===== config.mk =====
export PLATFORM = sky130hd
export DESIGN_NAME = cdr_loop_filter
export DESIGN_NICKNAME = d
export VERILOG_FILES = /design/src/rtl/cdr_loop_filter.sv
export SDC_FILE = /design/constraint.sdc
export NUM_CORES = 1
export LEC_CHECK = 0
export CORE_MARGIN = 10
export CORE_UTILIZATION = 40
export CTS_CLUSTER_SIZE = 8
export DETAILED_ROUTE_END_ITERATION = 8
export PLACE_DENSITY_LB_ADDON = 0.2
export SLEW_MARGIN = 10
export SYNTH_ARGS = -nofsm -noshare
export SYNTH_HDL_FRONTEND = slang
export SYNTH_SLANG_ARGS = --single-unit

===== constraint.sdc =====
create_clock -name CLK -period 9.6 [get_ports CLK]
set_clock_uncertainty 0.1 [all_clocks]
set_input_delay 2.4 -clock CLK [delete_from_list [all_inputs] [get_ports CLK]]
set_output_delay 2.4 -clock CLK [all_outputs]
set_load 0.02 [all_outputs]

===== src/rtl/cdr_loop_filter.sv =====
// Second-order CDR loop filter: majority-decimated bang-bang votes drive a saturating
// frequency integrator and a wrapping phase accumulator. Optional lock detector: CDR_LOCK_DET_EN.
module cdr_loop_filter #(
   parameter int PI_WIDTH   = 10,
   parameter int FRAC_WIDTH = 5,
   parameter int FI_WIDTH   = 16,
   parameter int KP_SHIFT   = 3,
   parameter int DECIM      = 4,
   parameter int RUN_MAX    = 4,
   parameter int LOCK_CNT   = 64
) (
   input  logic                CLK,
   input  logic                RST_n,
   input  logic                phe_valid,
   input  logic [1:0]          phe,
   input  logic [1:0]          ki_sel,
   input  logic                freeze,
   output logic [PI_WIDTH-1:0] control2PMIX,
   output logic                ctrl_valid,
   output logic [FI_WIDTH-1:0] freq_word,
   output logic                locked
);

   localparam int PW = PI_WIDTH + FRAC_WIDTH;
   localparam int CW = $clog2(DECIM + 1);
   localparam int SW = CW + 1;
   localparam int FW = FI_WIDTH + 2;
   localparam logic [FW-1:0] FI_MAX = {3'b000, {(FI_WIDTH-1){1'b1}}};
   localparam logic [FW-1:0] FI_MIN = {3'b111, {(FI_WIDTH-1){1'b0}}};

   // Sign-extend or truncate the integrator to the accumulator width (PA arithmetic is modulo).
   function automatic logic [PW-1:0] fi_to_pa(input logic [FI_WIDTH-1:0] v);
      logic [PW-1:0] r;
      int            j;
      r = {PW{1'b0}};
      for (int i = 0; i < PW; i++) begin
         j    = (i < FI_WIDTH) ? i : FI_WIDTH - 1;
         r[i] = v[j];
      end
      return r;
   endfunction

   logic [SW-1:0]       sum_q, sum_d, pv_s, sum_new_s;
   logic [CW-1:0]       cnt_q, cnt_d;
   logic                upd_q, upd_d;
   logic [1:0]          vote_q, vote_d;
   logic [FI_WIDTH-1:0] fi_q, fi_d;
   logic [PW-1:0]       pa_q, pa_d, kp_s;
   logic                pend_q, pend_d;
   logic [PI_WIDTH-1:0] ctrl_q, ctrl_d;
   logic                ctrl_valid_q, ctrl_valid_d;
   logic signed [FW-1:0] fi_sum_s, inc_s;

`ifdef CDR_LOCK_DET_EN
   localparam int RW = $clog2(RUN_MAX + 1);
   localparam int LW = $clog2(LOCK_CNT + 1);
   logic [RW-1:0] run_q, run_d;
   logic [1:0]    last_q, last_d;
   logic [LW-1:0] lock_q, lock_d;
   logic          locked_q, locked_d;
`endif

   // Next-state logic for decimator, integrators, output stage and lock detector.
   always_comb begin
      sum_d        = sum_q;
      cnt_d        = cnt_q;
      upd_d        = 1'b0;
      vote_d       = vote_q;
      fi_d         = fi_q;
      pa_d         = pa_q;
      pend_d       = pend_q;
      ctrl_d       = ctrl_q;
      ctrl_valid_d = 1'b0;
      inc_s        = {{FI_WIDTH{vote_q[1]}}, vote_q} << ki_sel;
      fi_sum_s     = {{2{fi_q[FI_WIDTH-1]}}, fi_q} + inc_s;
      kp_s         = {{(PW-2){vote_q[1]}}, vote_q} << KP_SHIFT;
`ifdef CDR_LOCK_DET_EN
      run_d    = run_q;
      last_d   = last_q;
      lock_d   = lock_q;
      locked_d = locked_q;
`endif
      case (phe)
         2'b01:   pv_s = {{(SW-1){1'b0}}, 1'b1};
         2'b10:   pv_s = {SW{1'b1}};
         default: pv_s = {SW{1'b0}};
      endcase
      sum_new_s = sum_q + pv_s;

      if (freeze) begin
         sum_d = {SW{1'b0}};
         cnt_d = {CW{1'b0}};
      end else begin
         if (phe_valid) begin
            if (cnt_q == CW'(DECIM - 1)) begin
               if (sum_new_s == {SW{1'b0}}) begin
                  vote_d = 2'b00;
               end else if (sum_new_s[SW-1]) begin
                  vote_d = 2'b11;
               end else begin
                  vote_d = 2'b01;
               end
               upd_d = 1'b1;
               sum_d = {SW{1'b0}};
               cnt_d = {CW{1'b0}};
            end else begin
               sum_d = sum_new_s;
               cnt_d = cnt_q + CW'(1);
            end
         end else begin
            sum_d = sum_q;
         end

         if (pend_q) begin
            ctrl_d       = pa_q[PW-1:FRAC_WIDTH];
            ctrl_valid_d = 1'b1;
            pend_d       = 1'b0;
         end else begin
            pend_d = 1'b0;
         end

         // PA uses the pre-update FI; FI saturates, PA wraps.
         if (upd_q) begin
            if (fi_sum_s > $signed(FI_MAX)) begin
               fi_d = FI_MAX[FI_WIDTH-1:0];
            end else if (fi_sum_s < $signed(FI_MIN)) begin
               fi_d = FI_MIN[FI_WIDTH-1:0];
            end else begin
               fi_d = fi_sum_s[FI_WIDTH-1:0];
            end
            pa_d   = pa_q + fi_to_pa(fi_q) + kp_s;
            pend_d = 1'b1;
`ifdef CDR_LOCK_DET_EN
            if (vote_q == 2'b00) begin
               run_d = {RW{1'b0}};
            end else if (vote_q == last_q) begin
               run_d = (run_q == RW'(RUN_MAX)) ? run_q : run_q + RW'(1);
            end else begin
               run_d = RW'(1);
            end
            last_d = vote_q;
            if (run_d == RW'(RUN_MAX)) begin
               lock_d = {LW{1'b0}};
            end else if (lock_q != LW'(LOCK_CNT)) begin
               lock_d = lock_q + LW'(1);
            end else begin
               lock_d = lock_q;
            end
            locked_d = (lock_d == LW'(LOCK_CNT));
`endif
         end else begin
            fi_d = fi_q;
         end
      end
   end

   // State and output registers.
   always_ff @(posedge CLK or negedge RST_n) begin
      if (!RST_n) begin
         sum_q        <= {SW{1'b0}};
         cnt_q        <= {CW{1'b0}};
         upd_q        <= 1'b0;
         vote_q       <= 2'b00;
         fi_q         <= {FI_WIDTH{1'b0}};
         pa_q         <= {PW{1'b0}};
         pend_q       <= 1'b0;
         ctrl_q       <= {PI_WIDTH{1'b0}};
         ctrl_valid_q <= 1'b0;
`ifdef CDR_LOCK_DET_EN
         run_q        <= {RW{1'b0}};
         last_q       <= 2'b00;
         lock_q       <= {LW{1'b0}};
         locked_q     <= 1'b0;
`endif
      end else begin
         sum_q        <= sum_d;
         cnt_q        <= cnt_d;
         upd_q        <= upd_d;
         vote_q       <= vote_d;
         fi_q         <= fi_d;
         pa_q         <= pa_d;
         pend_q       <= pend_d;
         ctrl_q       <= ctrl_d;
         ctrl_valid_q <= ctrl_valid_d;
`ifdef CDR_LOCK_DET_EN
         run_q        <= run_d;
         last_q       <= last_d;
         lock_q       <= lock_d;
         locked_q     <= locked_d;
`endif
      end
   end

   assign control2PMIX = ctrl_q;
   assign ctrl_valid   = ctrl_valid_q;
   assign freq_word    = fi_q;
`ifdef CDR_LOCK_DET_EN
   assign locked = locked_q;
`else
   assign locked = 1'b0;
`endif

endmodule

* After elaboration in Yosys (flattened, before gate mapping)
Index checks and enable logic that the tools add are counted.
** Word-level totals
- Flip-flop bits (word level) :: 53
- Input bits :: 8
- Output and inout bits :: 28
- Word-level logic and storage cells :: 43
** Cells by class
- Add/subtract/negate cells :: 5
- Order comparisons :: 2
- Eq/ne operators :: 3
- Shift operators :: 1
- Mux-type cells :: 17
- Bitwise gates (word level) :: 1
- Reductions and logical operators :: 5
** Operators with widths (number)
- $mux W16 :: 2
- $add A15 B15 Y15 :: 2
- $add A18 B18 Y18 :: 1
- $gt A18 B16 Y1 const B :: 1
- $lt A18 B16 Y1 const B :: 1
- $shl A18 B2 Y18 :: 1
- $mux W4 :: 3
- $mux W3 :: 3
- $pmux W4 S2 :: 1
- $mux W1 :: 6
- $add A4 B4 Y4 :: 1
- $logic_not A4 Y1 :: 1
- $mux W2 :: 2
- $reduce_and A2 Y1 :: 2
- $add A3 B1 Y3 const B :: 1
- $eq A3 B2 Y1 const B :: 1
- $reduce_and A3 Y1 :: 1
- $eq A2 B1 Y1 const B :: 1
- $eq A2 B2 Y1 const B :: 1
- $reduce_bool A2 Y1 :: 1
- $not A1 Y1 :: 1

* Depth between registers and ports, before layout
- Depth in word-level cells :: 6
- Depth in mapped cells :: 13
- Mapped depth without buffers :: 11

* Worst setup path before layout
OpenSTA, ideal clock, no wires.
- Path kind :: input-to-reg
- Start :: input port ki_sel[0]
- End :: register fi_q[11], in the netlist freq_word[11]
- Library setup time :: 0.121 ns
- Data arrival time :: 4.633 ns
- Data required time :: 9.379 ns
- Path slack :: 4.746 ns
- Stages on the path :: 12
- Buffers on the path :: 2
- Path through :: mux2i_1 or2_2 fa_1 nor2b_4 o31a_1 o41a_4 nor4b_1 or3b_1 buf_6 buf_12 nor3_2 nor3_2
** Between the ends
- Cells in the longest elaborated chain, start to end :: 5
- Elaborated cells between the ends (all ways) :: 6
- Classes of those cells :: 1 x add/sub; 2 x order compare; 1 x shift; 2 x mux
** RTL lines
- start: declaration :: RTL line 16 : input logic [1:0] ki_sel,
- $shl A18 B2 Y18 (*) :: RTL line 74 : inc_s = {{FI_WIDTH{vote_q[1]}}, vote_q} << ki_sel;
- $add A18 B18 Y18 (*) :: RTL line 75 : fi_sum_s = {{2{fi_q[FI_WIDTH-1]}}, fi_q} + inc_s;
- $lt A18 B16 Y1 :: RTL line 126 : end else if (fi_sum_s < $signed(FI_MIN)) begin
- $mux W16 :: RTL line 126
- $mux W16 (*) :: RTL line 124 : if (fi_sum_s > $signed(FI_MAX)) begin
- end signal: assignment :: RTL line 164 : fi_q <= {FI_WIDTH{1'b0}};
- end signal: assignment :: RTL line 180 : fi_q <= fi_d;
- end: declaration :: RTL line 47 : logic [FI_WIDTH-1:0] fi_q, fi_d;
Mark *: on every way between the ends. The rest lies on a longest branch, timed or not.
A chain may end at the register's enable or synchronous reset.

* Final worst setup path
- Start :: input port ki_sel[1]
- End :: register fi_q[12], in the netlist freq_word[12]
The elaborated chain is that of the path after synthesis.

==> metrics.md <==
| Metric | Value |
|---|---|
| Post-Layout Cell Count | 584 |
| CP arrival | 5620 ps |
| Hold path cells | 1 |
| Combinational power share | 0.615 |
| Max Cap Viol | 0 |
| I/O pins | 36 |
| Post-DRT Antenna Nets | 0 |
| Lkg Pwr | 2.08 nW |
| Worst slew pin tran | 698 ps |
| Total grt overflow | 0 |
| Share of post-route cells with drive strength above 1 | 0.115 |
| Residual DRC | 0 |
| Cell Rows | 36 |
| Chip height | 121 um |
| RSZ-0062 raised after global routing | no |
| Syn Nets | 479 |
| Critical path peak fanout | 14 |
| First-pass GRT wire length | 15.0 mm |
| Synth Cell Area | 0.00410 mm2 |
| Final core utilization | 0.466 |
| Core area | 0.00986 mm2 |
| Aggregate global-route resource usage | 0.124 |
| Total CTS buffers | 5 |
| Most used DFF post-synth | dfrtp_1 |
| #FFs+latches synth | 53 |
| Worst-path clk slew | 100 ps |
| Initial antenna violation count | 0 |
| Worst r2r src | vote_q[1] |
| Status | finished clean |
| R2R Setup Slk | 5870 ps |
| Hold EP | pa_q[14] |
| Post-CTS sizing | 0 |
| Post-DP HPWL | 6.58 mm |
| Total die area | 0.0147 mm2 |
| GPL Wtd Cong | 0.827 |
| Initial DRC count | 127 |
| Via count | 3011 |
| Reg2reg end | freq_word[12] |
| Area after DPL | 0.00451 mm2 |
| Slew Limit Fails | 0 |
| Tot Pwr | 1.07 mW |
| Root Buffer | clkbuf_8 |
| Worst-Skew Late Latency | 310 ps |
| Max Freq | 182 MHz |
| CTS Hold Bufs | 0 |
| Antenna Cells | 0 |
| Setup Viol. Count Final | 0 |
| Post-synthesis sequential area ratio | 0.323 |
| P_int | 0.595 mW |
| Design area | 0.00460 mm2 |
| Cells on worst reg2reg path | 11 |
| Seq pwr share | 0.267 |
| Crit. End Element | flip-flop |
| Hold Crit Start | pa_q[14] |
| Drt wl/cell | 14.9 um |
| Vias in the first global route | 3096 |
| Post-synth cell types | 68 |
| Final nets | 509 |
| Crit start category | primary input |
| Initial Util | 0.416 |
| PortBufs | 34 |
| Async SR Flop Fraction | 1.00 |
| Vias/cell | 5.16 |
| Sw Pwr | 0.480 mW |
| TNS Setup | 0 ps |
| CTS H-Tree Depth | 2 |
| Pwr/cell area | 233 mW/mm2 |
| Tmin final | 5490 ps |
| Area Overhead vs Synth | 12.2% |
| TritonCTS clock tree | done |
| Count of flip-flops with a built-in enable after synthesis | 0 |
| Clock Sink Count | 53 |
| Syn avg cell area | 9.77 um2 |
| Post-synthesis cell count | 420 |
| YS warnings | 0 |
| Part of the power in the clock network | 0.118 |
| Final wirelength | 8.73 mm |
| Kind of critical path | primary input to flip-flop |
| Setup bufs post-CTS | 0 |
| Maximum vdd drop | 91.0 uV |
| Worst min-delay path category | flip-flop to flip-flop |
| Sw Ratio | 0.446 |
| Die Width | 121 um |
| Bufs on Longest Clock Path | 2 |
| Fin crit share | 0.572 |
| DRT Pass-1 Iters | 4 |
| Largest net degree at the start of global routing | 54 |
| Placed Cells | 576 |
| Slew Limit Headroom | 0.523 |
| Final Hold Fails | 0 |
| Critical path required time | 9730 ps |
[state kept, by name (all words and copies together) (netlist names)]
name	count
cnt_q	3
control2PMIX	10
ctrl_valid	1
freq_word	16
pa_q	15
pend_q	1
sum_q	4
upd_q	1
vote_q	2
[synth_stat cells, types with 7 or more instances]
cell | instances | area (um2)
a211oi_1 | 9 | 67.6
a21o_1 | 7 | 52.6
a21oi_1 | 23 | 115
dfrtp_1 | 53 | 1330
fa_1 | 14 | 280
ha_1 | 37 | 463
inv_1 | 24 | 90.1
mux2_2 | 9 | 101
nand2_1 | 38 | 143
nand2b_1 | 8 | 50.1
nand3_1 | 7 | 35.0
nor2_1 | 28 | 105
nor2b_1 | 7 | 43.8
nor3_1 | 8 | 40.0
nor3_2 | 12 | 120
o21ai_0 | 31 | 155
xnor2_1 | 16 | 140
xor2_1 | 8 | 70.1
[metal layers]
layer	track usage	vias to the layer above	share of wire
met3	0.0265	7	0.046
met4	0.0365	0	0.012
li1	-	1543	-
met5	0	-	0
met2	0.209	39	0.47
met1	0.156	1422	0.47
[cells by family (layout without fill, tap and decap cells)]
family	after synthesis	count (layout)	synth area share
buffers and inverters	39	70	0.0509
other	1	1	0.000914
XOR/XNOR	24	24	0.0513
AO/OA/AOI/OAI	105	105	0.179
AND/OR/NAND/NOR	135	135	0.182
adder cells (fa/ha/maj)	51	51	0.181
flip-flops	53	53	0.323
multiplexers	12	12	0.0320
[worst max-delay path by stage]
stage / from / endpoint / slack, ps / cells after the start
floorplan: ki_sel[0] / freq_word[11] / 4750 / 12
finish: ki_sel[1] / freq_word[12] / 4110 / 11
CTS: ki_sel[1] / freq_word[12] / 4130 / 11
global route: ki_sel[1] / freq_word[2] / 3880 / 11
detailed placement: ki_sel[1] / freq_word[12] / 3770 / 11
global placement: ki_sel[1] / freq_word[12] / 3910 / 11
[power by group through the flow]
stage,Sequential [mW],Combinational [mW],Clock (mW)
floorplan,0.305,0.512,0
global placement,0.292,0.646,0
detailed placement,0.292,0.658,0
CTS,0.288,0.662,0.135
global route,0.294,0.742,0.143
finish,0.287,0.661,0.127
[per-stage QoR]
step | hold slack (ps) | worst slack (ps)
after floorplan | 341 | 4750
after detailed placement | 365 | 3770
after global placement | 361 | 3910
after global routing | 407 | 3880
after CTS | 382 | 4130
final | 371 | 4110
[critical path, stage by stage]
cell and delay, ps:
clkdlybuf4s50_1 470, nand2_1 110, mux2_2 330, ha_1 310, o21a_1 180, o31a_1 140
o41a_4 420, nor4b_1 300, or3b_1 570, nor3_1 150, a211oi_2 240
[cells in the final DEF, fill, tap and decap left out, types with 5 or more instances in the layout]
master           Yosys  routed
a211oi_1             9       9
xor2_1               8       8
fa_1                14      14
xnor2_1             16      16
nor3_1               8       8
clkbuf_8             1       5
o21ai_0             31      31
clkdlybuf4s50_1      0      33
dfrtp_1             53      53
mux2_2               9       9
a21o_1               7       7
nand2b_1             8       8
nor3_2              12      12
inv_1               24      24
nor2b_1              7       7
nor2_1              28      28
ha_1                37      37
a21oi_1             23      23
nand2_1             38      38
nand3_1              7       7
[cell type report]
| class | count | area (um2) |
|---|---|---|
| fill | 945 | 5260 |
| multi-input combinational | 328 | 2570 |
| sequential | 53 | 1330 |
| timing repair buffer | 38 | 365 |
| tap | 133 | 166 |
| inverter | 24 | 90.1 |
| clock buffer | 5 | 68.8 |
| clock inverter | 3 | 17.5 |
No activity file was read; power rests on OpenSTA's default activity.
